$ cat src/rtl/reset_sequencer.sv
// -----------------------------------------------------------------------------
// reset_sequencer
//
// Board-level reset controller. It waits for the PLL lock to be stable, then
// holds the SoC in reset for a minimum time, then releases it with a
// registered, glitch-free deassertion. It also records why the last reset
// happened and counts run-time resets.
//
// Parameters:
//   LOCK_STABLE_CYCLES  consecutive synchronized-lock cycles before hold (>= 1)
//   HOLD_CYCLES         minimum reset hold after stable lock or button (>= 1)
//
// Ports:
//   clk_in           in   1  system clock from the PLL
//   reset_in         in   1  global reset, asynchronous assert, active-low
//   locked_in        in   1  PLL lock, asynchronous to clk_in
//   button_pulse_in  in   1  single-cycle pulse synchronous to clk_in
//   reset_out        out  1  active-low SoC reset (high only in RUN)
//   reset_cause_out  out  2  00 power-on, 01 lock loss, 10 button
//   reset_count_out  out  8  run-time resets since reset_in, saturating
// -----------------------------------------------------------------------------
module reset_sequencer #(
    parameter int LOCK_STABLE_CYCLES = 1024,
    parameter int HOLD_CYCLES        = 16
) (
    input  logic       clk_in,
    input  logic       reset_in,
    input  logic       locked_in,
    input  logic       button_pulse_in,
    output logic       reset_out,
    output logic [1:0] reset_cause_out,
    output logic [7:0] reset_count_out
);

    localparam int MAX_CYCLES = (LOCK_STABLE_CYCLES > HOLD_CYCLES) ?
                                LOCK_STABLE_CYCLES : HOLD_CYCLES;
    localparam int CW = (MAX_CYCLES > 1) ? $clog2(MAX_CYCLES) : 1;

    localparam logic [CW-1:0] CNT_ZERO    = CW'(0);
    localparam logic [CW-1:0] CNT_ONE     = CW'(1);
    localparam logic [CW-1:0] STABLE_LAST = CW'(LOCK_STABLE_CYCLES - 1);
    localparam logic [CW-1:0] HOLD_LAST   = CW'(HOLD_CYCLES - 1);

    localparam logic [1:0] CAUSE_POR    = 2'b00;
    localparam logic [1:0] CAUSE_LOCK   = 2'b01;
    localparam logic [1:0] CAUSE_BUTTON = 2'b10;

    typedef enum logic [1:0] {
        WAIT_LOCK   = 2'd0,
        LOCK_STABLE = 2'd1,
        HOLD        = 2'd2,
        RUN         = 2'd3
    } state_t;

    state_t        r_state;
    logic [CW-1:0] r_count;
    logic          r_lock_meta;
    logic          r_lock_sync;
    logic          r_reset_n;
    logic [1:0]    r_cause;
    logic [7:0]    r_rst_count;
    logic [7:0]    w_rst_count_inc;

    // Saturating increment of the run-time reset counter.
    assign w_rst_count_inc = (r_rst_count == 8'hFF) ? r_rst_count : (r_rst_count + 8'd1);

    // Two-flop synchronizer bringing the asynchronous lock into clk_in.
    always_ff @(posedge clk_in or negedge reset_in) begin
        if (!reset_in) begin
            r_lock_meta <= 1'b0;
            r_lock_sync <= 1'b0;
        end else begin
            r_lock_meta <= locked_in;
            r_lock_sync <= r_lock_meta;
        end
    end

    // Sequencer FSM with registered reset, cause and count outputs. reset_out
    // is written on exactly the transitions into and out of RUN, so it always
    // mirrors the state register and cannot glitch.
    always_ff @(posedge clk_in or negedge reset_in) begin
        if (!reset_in) begin
            r_state     <= WAIT_LOCK;
            r_count     <= CNT_ZERO;
            r_reset_n   <= 1'b0;
            r_cause     <= CAUSE_POR;
            r_rst_count <= 8'd0;
        end else begin
            case (r_state)
                WAIT_LOCK: begin
                    if (r_lock_sync) begin
                        r_state <= LOCK_STABLE;
                        r_count <= CNT_ZERO;
                    end
                end
                LOCK_STABLE: begin
                    if (!r_lock_sync) begin
                        r_state <= WAIT_LOCK;
                        r_count <= CNT_ZERO;
                    end else if (r_count == STABLE_LAST) begin
                        r_state <= HOLD;
                        r_count <= CNT_ZERO;
                    end else begin
                        r_count <= r_count + CNT_ONE;
                    end
                end
                HOLD: begin
                    if (!r_lock_sync) begin
                        r_state <= WAIT_LOCK;
                        r_count <= CNT_ZERO;
                        r_cause <= CAUSE_LOCK;
                    end else if (button_pulse_in) begin
                        // A button press restarts the full hold window.
                        r_count <= CNT_ZERO;
                        r_cause <= CAUSE_BUTTON;
                    end else if (r_count == HOLD_LAST) begin
                        r_state   <= RUN;
                        r_count   <= CNT_ZERO;
                        r_reset_n <= 1'b1;
                    end else begin
                        r_count <= r_count + CNT_ONE;
                    end
                end
                RUN: begin
                    // Lock loss takes priority; either exit counts once.
                    if (!r_lock_sync) begin
                        r_state     <= WAIT_LOCK;
                        r_count     <= CNT_ZERO;
                        r_reset_n   <= 1'b0;
                        r_cause     <= CAUSE_LOCK;
                        r_rst_count <= w_rst_count_inc;
                    end else if (button_pulse_in) begin
                        r_state     <= HOLD;
                        r_count     <= CNT_ZERO;
                        r_reset_n   <= 1'b0;
                        r_cause     <= CAUSE_BUTTON;
                        r_rst_count <= w_rst_count_inc;
                    end
                end
                default: begin
                    r_state   <= WAIT_LOCK;
                    r_count   <= CNT_ZERO;
                    r_reset_n <= 1'b0;
                end
            endcase
        end
    end

    assign reset_out       = r_reset_n;
    assign reset_cause_out = r_cause;
    assign reset_count_out = r_rst_count;

endmodule

$ cat config.mk
export PLATFORM = sky130hd
export DESIGN_NAME = reset_sequencer
export DESIGN_NICKNAME = d
export VERILOG_FILES = /design/src/rtl/reset_sequencer.sv
export SDC_FILE = /design/constraint.sdc
export NUM_CORES = 1
export LEC_CHECK = 0
export ABC_AREA = 1
export CAP_MARGIN = 20
export CORE_MARGIN = 2
export CORE_UTILIZATION = 35
export DETAILED_ROUTE_END_ITERATION = 8
export MAX_ROUTING_LAYER = met4
export PLACE_DENSITY = 0.61
export REMOVE_ABC_BUFFERS = 1
export SETUP_SLACK_MARGIN = 0.2
export SYNTH_ARGS = -nofsm -noshare
export SYNTH_HDL_FRONTEND = slang
export SYNTH_SLANG_ARGS = --single-unit
$ cat constraint.sdc
create_clock -name clk_in -period 1.3 [get_ports clk_in]
set_input_delay 0.26 -clock clk_in [delete_from_list [all_inputs] [get_ports clk_in]]
set_output_delay 0.26 -clock clk_in [all_outputs]
set_load 0.005 [all_outputs]
## Word-level counts from Yosys, hierarchy flattened

Index checks and enable logic that the tools add are counted.

- Flip-flop bits (word level): 25
- Bits of input ports: 4
- Output and inout port bits: 11
- Word-level logic and storage cells: 60

- Mux-type cells: 28
- Equal/unequal tests: 15
- Add/subtract/negate cells: 2
- Reductions and logical operators: 8

Operators with widths:

| cell | number |
|---|---|
| $mux W10 | 8 |
| $pmux W10 S4 | 1 |
| $mux W8 | 3 |
| $mux W2 | 9 |
| $ne A3 B3 Y1 const B | 4 |
| $add A10 B1 Y10 const B | 1 |
| $eq A10 B10 Y1 const B | 1 |
| $eq A10 B4 Y1 const B | 1 |
| $ne A2 B2 Y1 const B | 5 |
| $reduce_and A5 Y1 | 2 |
| $add A8 B1 Y8 const B | 1 |
| $eq A8 B8 Y1 const B | 1 |
| $pmux W2 S4 | 1 |
| $reduce_and A2 Y1 | 3 |
| $mux W1 | 5 |
| $eq A2 B2 Y1 const B | 2 |
| $eq A2 B1 Y1 const B | 1 |
| $logic_not A2 Y1 | 1 |
| $pmux W1 S2 | 1 |
| $reduce_bool A2 Y1 | 1 |
| $reduce_or A2 Y1 | 1 |

## Longest topological paths before layout

Gate-level depths: netlist of run 1.

- Depth after elaboration: 5
- Mapped depth: 9
- Mapped depth without buffers: 9

## Least setup slack after synthesis of run 1

OpenSTA, ideal clock, no wires.

- Path type: register to register
- Start: reg r_rst_count[0], in the netlist reset_count_out[0]
- End: reg r_rst_count[1], in the netlist reset_count_out[1]
- Required time: 1183 ps
- Stages on the path, launching flop included: 9
- Arrival: 1280 ps
- Clock period less this slack: 1397 ps
- Setup time: 117 ps
- Buffers on the path: 1
- Setup slack: -97 ps
- Cells stage by stage: dfrtp_1 -> ha_1 -> nand3_2 -> nor2_2 -> nand2_2 -> o21a_1 -> buf_6 -> nand2_1 -> o21ai_2

- Cells in the longest elaborated chain, start to end: 4
- Elaborated cells between the ends (all ways): 5
- Those cells by class: 1 x add/sub; 1 x eq/ne; 3 x mux

RTL lines:

| item | line | RTL |
|---|---|---|
| start, declared | 61 | `logic [7:0] r_rst_count;` |
| start signal, assigned | 131 | `r_rst_count <= w_rst_count_inc;` |
| start signal, assigned | 137 | `r_rst_count <= w_rst_count_inc;` |
| $add A8 B1 Y8 or $eq A8 B8 Y1 (tied branches) | 65 | `assign w_rst_count_inc = (r_rst_count == 8'hFF) ? r_rst_count : (r_rst_count + 8'd1);` |
| $mux W8 (*) | 65 |  |
| $mux W8 | 132 | `end else if (button_pulse_in) begin` |
| $mux W8 (*) | 126 | `if (!r_lock_sync) begin` |

Mark *: on every way between the ends. The rest lies on a longest branch, timed or not. The select of a mux whose other input is x is not followed.
A chain may end at the register's enable or synchronous reset.

## Worst setup path in the final report of run 1

- Start: reg r_state[0]
- End: reg r_state[0]

- Cells in the longest elaborated chain, start to end: 3
- Elaborated cells between the ends (all ways): 11
- Those cells by class: 8 x eq/ne; 1 x mux; 2 x reduce/logical

RTL lines:

| item | line | RTL |
|---|---|---|
| start, declared | 55 | `state_t r_state;` |
| start signal, assigned | 83 | `r_state <= WAIT_LOCK;` |
| start signal, assigned | 92 | `r_state <= LOCK_STABLE;` |
| start signal, assigned | 98 | `r_state <= WAIT_LOCK;` |
| $eq A2 B2 Y1, or another cell as far along | 89 | `case (r_state)` |
| $ne A3 B3 Y1 (no line) or $ne A2 B2 Y1 (tied branches) | - |  |
| $reduce_and A5 Y1 (no line) | - |  |

Parallel ways exist; a longest one is shown, timed or not.

==> PnR_summary.wiki, run 1 <==
{| class="wikitable"
! Metric !! Value
|-
| Total CTS buffers || 3
|-
| Static leakage || about 1.2 nW
|-
| Clock period minus worst slack || ~1400 ps
|-
| Core footprint || around 0.0040 mm2
|-
| DRC Markers || 0
|-
| Flops & latches, synth || 25
|-
| Clock tree from TritonCTS || built
|-
| Maximum number of pins on one net before global-route repair || 26
|-
| Final-report setup violation count || 23
|-
| Aggregate routed wire length || between 3000 and 4000 um
|-
| Post-detailed-route wirelength per cell || 12.2 um
|-
| Worst slew margin relative to its limit || roughly 86%
|-
| R2R Path Start || r_state[0]
|-
| Number of fillers in the final layout || ~320
|-
| Crit end category || flip-flop
|-
| Max H-tree Level || 1
|-
| Met2 usage in global routing || 28.4%
|-
| Number of instances in the synthesized netlist || roughly 190
|-
| Register clock-pin slew on the reported worst setup and hold paths || ~90 ps
|-
| Clock sinks || 25
|-
| Violations in the final reports || setup timing
|-
| Global routing usage summed across all routing layers || around 16%
|-
| Syn. warnings || 0
|-
| Critical Path RT || between 1000 and 1500 ps
|-
| Placed Area || between 0.0015 and 0.002 mm2
|-
| Clock latency reported for the late side of the worst-skew pair || between 200 and 300 ps
|-
| Total die area || 0.00477 mm2
|-
| Pre-CTS setup slack || -387 ps
|-
| Core Rows || 23
|-
| Type of the worst setup path || flip-flop to flip-flop
|-
| Result of the run || finished with violations
|-
| Y dimension of the die || around 69 um
|-
| Power density relative to cell area || 1580 mW/mm2
|-
| Synthesized cell area || approximately 0.0015 mm2
|-
| Tightest Pin Transition || approximately 210 ps
|-
| Post-synthesis async set-or-reset flop share || 100%
|-
| Length of the first detailed-routing pass in iterations || 4
|-
| DR vias/cell || around 4.6
|-
| Hold buffer count at CTS || 0
|-
| Iteration-0 DRC count of the detailed router || 63
|-
| Unrepaired setup endpoints after global routing || yes
|-
| Peak supply drop || 705 uV
|-
| Top cells by area, synth || sky130_fd_sc_hd__dfrtp_1, sky130_fd_sc_hd__nand2_1, sky130_fd_sc_hd__ha_1, sky130_fd_sc_hd__nand3_1, sky130_fd_sc_hd__inv_1
|-
| I/O pin count || 15
|-
| First-pass GRT wire length || 6220 um
|-
| Number of max-capacitance violations reported || 0
|-
| Library cells used by synthesis || 28
|-
| Maximum clock insertion buffer count || 2
|-
| Starting density of the core || around 37%
|-
| Worst-case clock skew || around 3.1 ps
|-
| Dominant synthesized flop cell || sky130_fd_sc_hd__dfrtp_1
|-
| Fraction of final layout cells with drive strength greater than 1 || between 50 and 60%
|-
| HPWL after DPL || 2330 um
|-
| Number of port buffers || 14
|-
| Area grow syn2layout || 69.8%
|-
| Number of nets still failing antenna checks after routing || 0
|-
| Share of synthesized area occupied by flip-flops and latches || 42.2%
|-
| Area share of the largest cell type after synthesis || between 40% and 50%
|-
| Post-route standard cell area excluding fillers || about 0.0025 mm2
|-
| Path category of the worst min-delay check || primary input to async pin
|-
| Number of endpoints with negative hold slack in the final report || 0
|-
| Count leader, synth || sky130_fd_sc_hd__nand2_1
|-
| Number of global-route vias before repair || ~1400
|-
| Chip Width || 69.1 um
|-
| Met1 usage in global routing || 19.8%
|-
| Global routing usage on met3 || 2.34%
|-
| Fmax || ~690 MHz
|-
| Commonest cells in the synthesized netlist || sky130_fd_sc_hd__nand2_1, sky130_fd_sc_hd__dfrtp_1, sky130_fd_sc_hd__inv_1, sky130_fd_sc_hd__nor2_1, sky130_fd_sc_hd__nand3_1
|-
| Number of enable-type register cells in the synthesized netlist || 0
|-
| Net count, final || approximately 280
|-
| Number of diodes || 0
|-
| Overflow left after global routing || 0
|-
| Setup ws final || -145 ps
|-
| Initial antenna violation count || 0
|-
| Worst EP arrival || 1610 ps
|-
| Gpl congestion || around 0.83
|-
| Synthesized area divided by synthesized cell count || 7.76 um2
|-
| Critical path fanouts, max || 3
|-
| Type of origin of the critical path || flip-flop
|-
| Launching element of the worst setup path || r_state[0]
|-
| Part of the cycle the worst path needs || 111%
|-
| Cell accounting for the most synthesized area || sky130_fd_sc_hd__dfrtp_1
|-
| Most Used Layer, Global Route || met2
|-
| Clock Root Buffer || sky130_fd_sc_hd__clkbuf_8
|-
| Overall via count from detail_route || between 1000 and 1500
|-
| Final-report max-slew violation count || 0
|}
## routing by layer
layer | wire [um] | share of wire, %
met5 | 0 | 0
met2 | 2110 | 55
met3 | 78 | 2.0
met1 | 1590 | 41
met4 | 63 | 1.6
## what timing repair did
item | CTS | global route
endpoints found under the setup margin | 34 | 27
buffers inserted | 17 | 9
endpoints found under the hold margin | 0 | 0
gates resized for setup | 90 | 48
pin swaps | 15 | 17
## critical path, cell delays in order, from the launching register on
cell and delay [ps]:
sky130_fd_sc_hd__dfrtp_1 390, sky130_fd_sc_hd__inv_2 90, sky130_fd_sc_hd__buf_4 140, sky130_fd_sc_hd__buf_4 120, sky130_fd_sc_hd__ha_2 180, sky130_fd_sc_hd__or2_2 300, sky130_fd_sc_hd__nand3_1 90, sky130_fd_sc_hd__nand2_1 50
## logic make-up (layout without fill, tap and decap cells)
logic type / after synthesis / after routing / synth area share (%)
and+or+nand+nor: 104 / 104 / 30.1
DFF: 25 / 25 / 42.2
buffers and inverters: 24 / 99 / 7.01
AOI/OAI and AO/OA: 19 / 19 / 7.69
xor gates and xnor gates: 12 / 12 / 7.09
adders and majority gates: 7 / 7 / 5.91
## final cells by class
| class | count | area, um2 | share of cell area [%] |
|---|---|---|---|
| clock inverters | 1 | 7.51 | 0.299 |
| clock buffers | 3 | 41.3 | 1.64 |
| repair buffers | 75 | 634 | 25.2 |
| multi-input cells | 142 | 1060 | 42.3 |
| inverters | 20 | 77.6 | 3.08 |
| flip-flops and latches | 25 | 628 | 25.0 |
| well taps | 50 | 62.6 | 2.49 |
## state kept, by name (all words and copies together), names as in the netlist
signal and cells:
r_state 2, r_count 10, reset_cause_out 2, reset_out 1, reset_count_out 8, r_lock_sync 1
r_lock_meta 1
## path summary, 6_finish.rpt
check,end,cells after the start,slack [ps]
worst max-delay path,r_state[0],7,-140
max in group asynchronous,r_state[1],2,800
worst min register to register,r_lock_sync,0,380
worst max register to register,r_state[0],7,-140
min in group clk_in,r_lock_sync,0,380
worst min-delay path,r_count[2],2,330
## through the flow
step / utilization, % / hold slack (ps) / power (mW) / setup TNS (ps) / std cells
5_1_grt: 62.4 / 347 / 4.27 / -4040 / 316
3_3_place_gp: 47.9 / 348 / 2.48 / -5400 / 286
2_1_floorplan: - / -35.6 / 1.79 / -1610 / 187
4_1_cts: 55.6 / 337 / 3.45 / -1900 / 307
6_report: 62.4 / 326 / 3.98 / -2350 / 316
3_5_place_dp: 47.9 / 358 / 2.50 / -6300 / 286
## placed cells by master (no fill, tap or decap), drive strengths merged
cell type,Yosys,routed
xnor2,6,6
clkbuf,0,3
clkdlybuf4s50,0,3
clkinvlp,0,1
or2,2,2
nor3,2,2
nand3,17,17
nand4,1,1
xor2,6,6
o21a,1,1
o21bai,1,1
inv,20,20
a21oi,5,5
nand2,62,62
o21ai,11,11
ha,7,7
nor2,19,19
dfrtp,25,25
buf,4,72
nand3b,1,1
a21o,1,1
## where the power goes
part / total [mW] / switching [mW] / internal, mW / leakage (nW)
Clock: 0.482 / 0.265 / 0.217 / 0.0217
Sequential: 1.10 / 0.144 / 0.951 / 0.323
Combinational: 2.40 / 1.11 / 1.29 / 0.901
(Power assumes the default switching activity.)
==> run 2: changes to the inputs <==
--- a/config.mk
+++ b/config.mk
@@ -12,7 +12,6 @@
 export DETAILED_ROUTE_END_ITERATION = 8
 export MAX_ROUTING_LAYER = met4
 export PLACE_DENSITY = 0.61
-export REMOVE_ABC_BUFFERS = 1
 export SETUP_SLACK_MARGIN = 0.2
 export SYNTH_ARGS = -nofsm -noshare
 export SYNTH_HDL_FRONTEND = slang
==> run 2 against run 1 <==
  * Core utilization down 4.3 points
  * Flip-flop and latch count did not move
  * Largest cell class unchanged
  * The flow still finishes with violations (setup timing)
  * Sequential power is essentially flat
  * Critical path depth up 2
  * Register-to-register slack gained 30 ps
  * Clock-buffer cell count unchanged
  * Critical endpoint is now r_count[7]
  * Global-route usage shrank 1.8 points
  * Power shrank 9.4%
  * Non-clock buffer count down 4
  * Worst hold slack gained 12 ps
  * First-iteration DRC count fell by 9.5%
  * Maximum frequency is 2.1% higher
==> PnR_summary.wiki, run 2 (synthesis results as in run 1) <==
{| class="wikitable"
! Metric !! Value
|-
| Post-Synthesis Net Count || slightly above 200
|-
| First-pass GRT wire length || 5690 um (-8.4%)
|-
| Cell Count, Final, Fillers Out || 312 (-1.3%)
|-
| Overall via count from detail_route || 1436 (-1.5%)
|-
| Part of the cycle the worst path needs || 109% (-2.3 points)
|-
| Initial antenna violation count || 0 (unchanged)
|-
| Power density relative to cell area || 1540 mW/mm2 (-2.6%)
|-
| Number of fillers in the final layout || 361 (+14%)
|-
| Worst slew margin relative to its limit || 81.6% (-4.5 points)
|-
| Core footprint || 0.00403 mm2 (unchanged)
|-
| Total CTS buffers || 3 (unchanged)
|-
| Critical Path RT || 1500 ps (+30 ps)
|-
| Setup ws final || -115 ps (+30.0 ps)
|-
| Clock period minus worst slack || 1410 ps (-30.0 ps)
|-
| Maximum clock insertion buffer count || 2 (unchanged)
|-
| Type of the worst setup path || flip-flop to flip-flop
|-
| Critical path fanouts, max || 7 (+4)
|-
| Register-to-register setup slack || -110 ps (+30 ps)
|-
| Global routing usage summed across all routing layers || 14.6% (-1.8 points)
|-
| Most frequent cells in the layout || sky130_fd_sc_hd__nand2_1, sky130_fd_sc_hd__buf_4, sky130_fd_sc_hd__dfrtp_1, sky130_fd_sc_hd__inv_1
|-
| Iteration-0 DRC count of the detailed router || 57 (-9.5%)
|-
| Y dimension of the die || 69.1 um (unchanged)
|-
| HPWL after DPL || 2400 um (+3.0%)
|-
| Clock tree from TritonCTS || built
|-
| R2R Path Start || r_state[0]
|-
| Net count, final || 274 (-1.4%)
|-
| Length of the first detailed-routing pass in iterations || 4 (unchanged)
|-
| Hold buffer count at CTS || 0 (unchanged)
|-
| Capturing point of the worst reg2reg path || r_count[7]
|-
| Crit end category || flip-flop
|-
| Fmax || 707 MHz (+2.1%)
|-
| Tightest Pin Transition || 277 ps (+68.4 ps)
|-
| Path category of the worst min-delay check || primary input to async pin
|-
| Crit path largest cell delay || 420 ps (+30 ps)
|-
| Top reg by flops || r_count
|-
| DRC Markers || 0 (unchanged)
|-
| R2R depth || 9 (+2)
|-
| Total die area || 0.00477 mm2 (unchanged)
|-
| Cell breakdown of the critical path || inv_2 > ha_4 > nand2_2 > inv_2 > nand2_1 > o21bai_4 > nand2_2 > nand2_4 > o21ai_1
|-
| I/O pin count || 15 (unchanged)
|-
| Worst EP arrival || 1610 ps (about the same)
|-
| Aggregate routed wire length || 3410 um (-11%)
|-
| Core Rows || 23 (unchanged)
|-
| Clock sinks || 25 (unchanged)
|-
| Clock latency reported for the late side of the worst-skew pair || 270 ps (about the same)
|-
| Overflow left after global routing || 0 (unchanged)
|-
| Register clock-pin slew on the reported worst setup and hold paths || 90 ps (about the same)
|-
| Number of max-capacitance violations reported || 0 (unchanged)
|-
| Number of port buffers || 14 (unchanged)
|-
| Clock Root Buffer || sky130_fd_sc_hd__clkbuf_8
|-
| Worst-case clock skew || 6.45 ps (+3.34 ps)
|-
| Starting density of the core || 36.8% (unchanged)
|-
| Final-report setup violation count || 23 (unchanged)
|-
| Unrepaired setup endpoints after global routing || yes
|-
| Maximum number of pins on one net before global-route repair || 26 (unchanged)
|-
| Gpl congestion || 0.774 (-6.8%)
|-
| Number of global-route vias before repair || 1363 (-4.6%)
|-
| Violations in the final reports || setup timing
|-
| Chip Width || 69.1 um (unchanged)
|-
| DR vias/cell || 4.60 (-0.25%)
|-
| Number of flip-flops in the largest register || 10 (unchanged)
|-
| Slowest cell on the critical path || sky130_fd_sc_hd__dfrtp_1
|-
| Number of endpoints with negative hold slack in the final report || 0 (unchanged)
|-
| Post-detailed-route wirelength per cell || 10.9 um (-10%)
|-
| Cell count after placement || 292 (+2.1%)
|-
| Area grow syn2layout || 57.9%
|-
| Final core utilization || 58.1% (-4.3 points)
|-
| Fraction of final layout cells with drive strength greater than 1 || 48.9% (-4.2 points)
|-
| Type of origin of the critical path || flip-flop
|-
| Fin Hold WS || 337 ps (+11.7 ps)
|-
| Max H-tree Level || 1 (unchanged)
|-
| Number of diodes || 0 (unchanged)
|-
| Peak supply drop || 1020 uV (+45%)
|-
| Result of the run || finished with violations
|-
| Static leakage || 1.17 nW (-6.1%)
|-
| Number of nets still failing antenna checks after routing || 0 (unchanged)
|-
| Final-report max-slew violation count || 0 (unchanged)
|}
## run 2: metal layers
| layer | track usage, % | wire length (um) |
|---|---|---|
| met1 | 17.8 | 1570 |
| met2 | 25.6 | 1750 |
| met3 | 1.75 | 57 |
| met4 | 3.49 | 34 |
| met5 | - | 0 |
## run 2: what timing repair did
| action | CTS | global route |
|---|---|---|
| pin swaps | 12 | 19 |
| endpoints found under the setup margin | 34 | 28 |
| setup buffers | 10 | 6 |
| gates resized for setup | 65 | 32 |
## run 2: critical path, delay by kind of cell (launching register included)
kind | cells | cell delay [ps]
AO/OA/AOI/OAI | 2 | 310
adder cells (fa/ha/maj) | 1 | 140
buffers and inverters | 2 | 160
flip-flops | 1 | 420
AND/OR/NAND/NOR | 4 | 310
## run 2: how the worst max path moves through the flow
stage / startpoint / to / slack (ps) / cells after the start
floorplan: reset_count_out[0] / reset_count_out[1] / -90 / 8
finish: r_state[0] / r_count[7] / -110 / 9
global route: reset_count_out[1] / reset_count_out[6] / -190 / 9
CTS: r_state[0] / r_count[0] / -120 / 9
detailed placement: button_pulse_in / r_count[0] / -300 / 7
global placement: button_pulse_in / r_count[2] / -270 / 7
## run 2: metrics by stage
step | instance area, um2 | setup TNS, ps | setup slack [ps] | power [mW]
final | 2340 | -1730 | -115 | 3.60
after global routing | 2340 | -3660 | -194 | 3.87
after CTS | 2180 | -2160 | -124 | 3.38
after detailed placement | 2010 | -5070 | -300 | 2.74
after global placement | 2010 | -4920 | -268 | 2.71
after floorplan | 1520 | -765 | -94.5 | 1.87
## run 2: layout make-up
class	count	area, um2	share of cell area [%]
Tap cell	50	62.6	2.67
Inverter	20	75.1	3.21
Clock buffer	3	41.3	1.76
Sequential cell	25	627	26.8
Clock inverter	1	5.00	0.214
Timing Repair Buffer	71	578	24.7
Multi-Input combinational cell	142	951	40.6
## run 2: report_power, final
group | leakage, nW | switching, mW | total, mW | internal [mW]
logic | 0.820 | 0.946 | 2.06 | 1.11
clock network | 0.0255 | 0.251 | 0.465 | 0.214
registers | 0.325 | 0.128 | 1.08 | 0.950
==> run 3: changes to the inputs <==
--- a/config.mk
+++ b/config.mk
@@ -9,6 +9,7 @@
 export CAP_MARGIN = 20
 export CORE_MARGIN = 2
 export CORE_UTILIZATION = 35
+export CTS_BUF_LIST = sky130_fd_sc_hd__clkbuf_8
 export DETAILED_ROUTE_END_ITERATION = 8
 export MAX_ROUTING_LAYER = met4
 export PLACE_DENSITY = 0.61
==> results of run 3 <==
No change in the layout: final DEF, timing and power equal those of run 2.
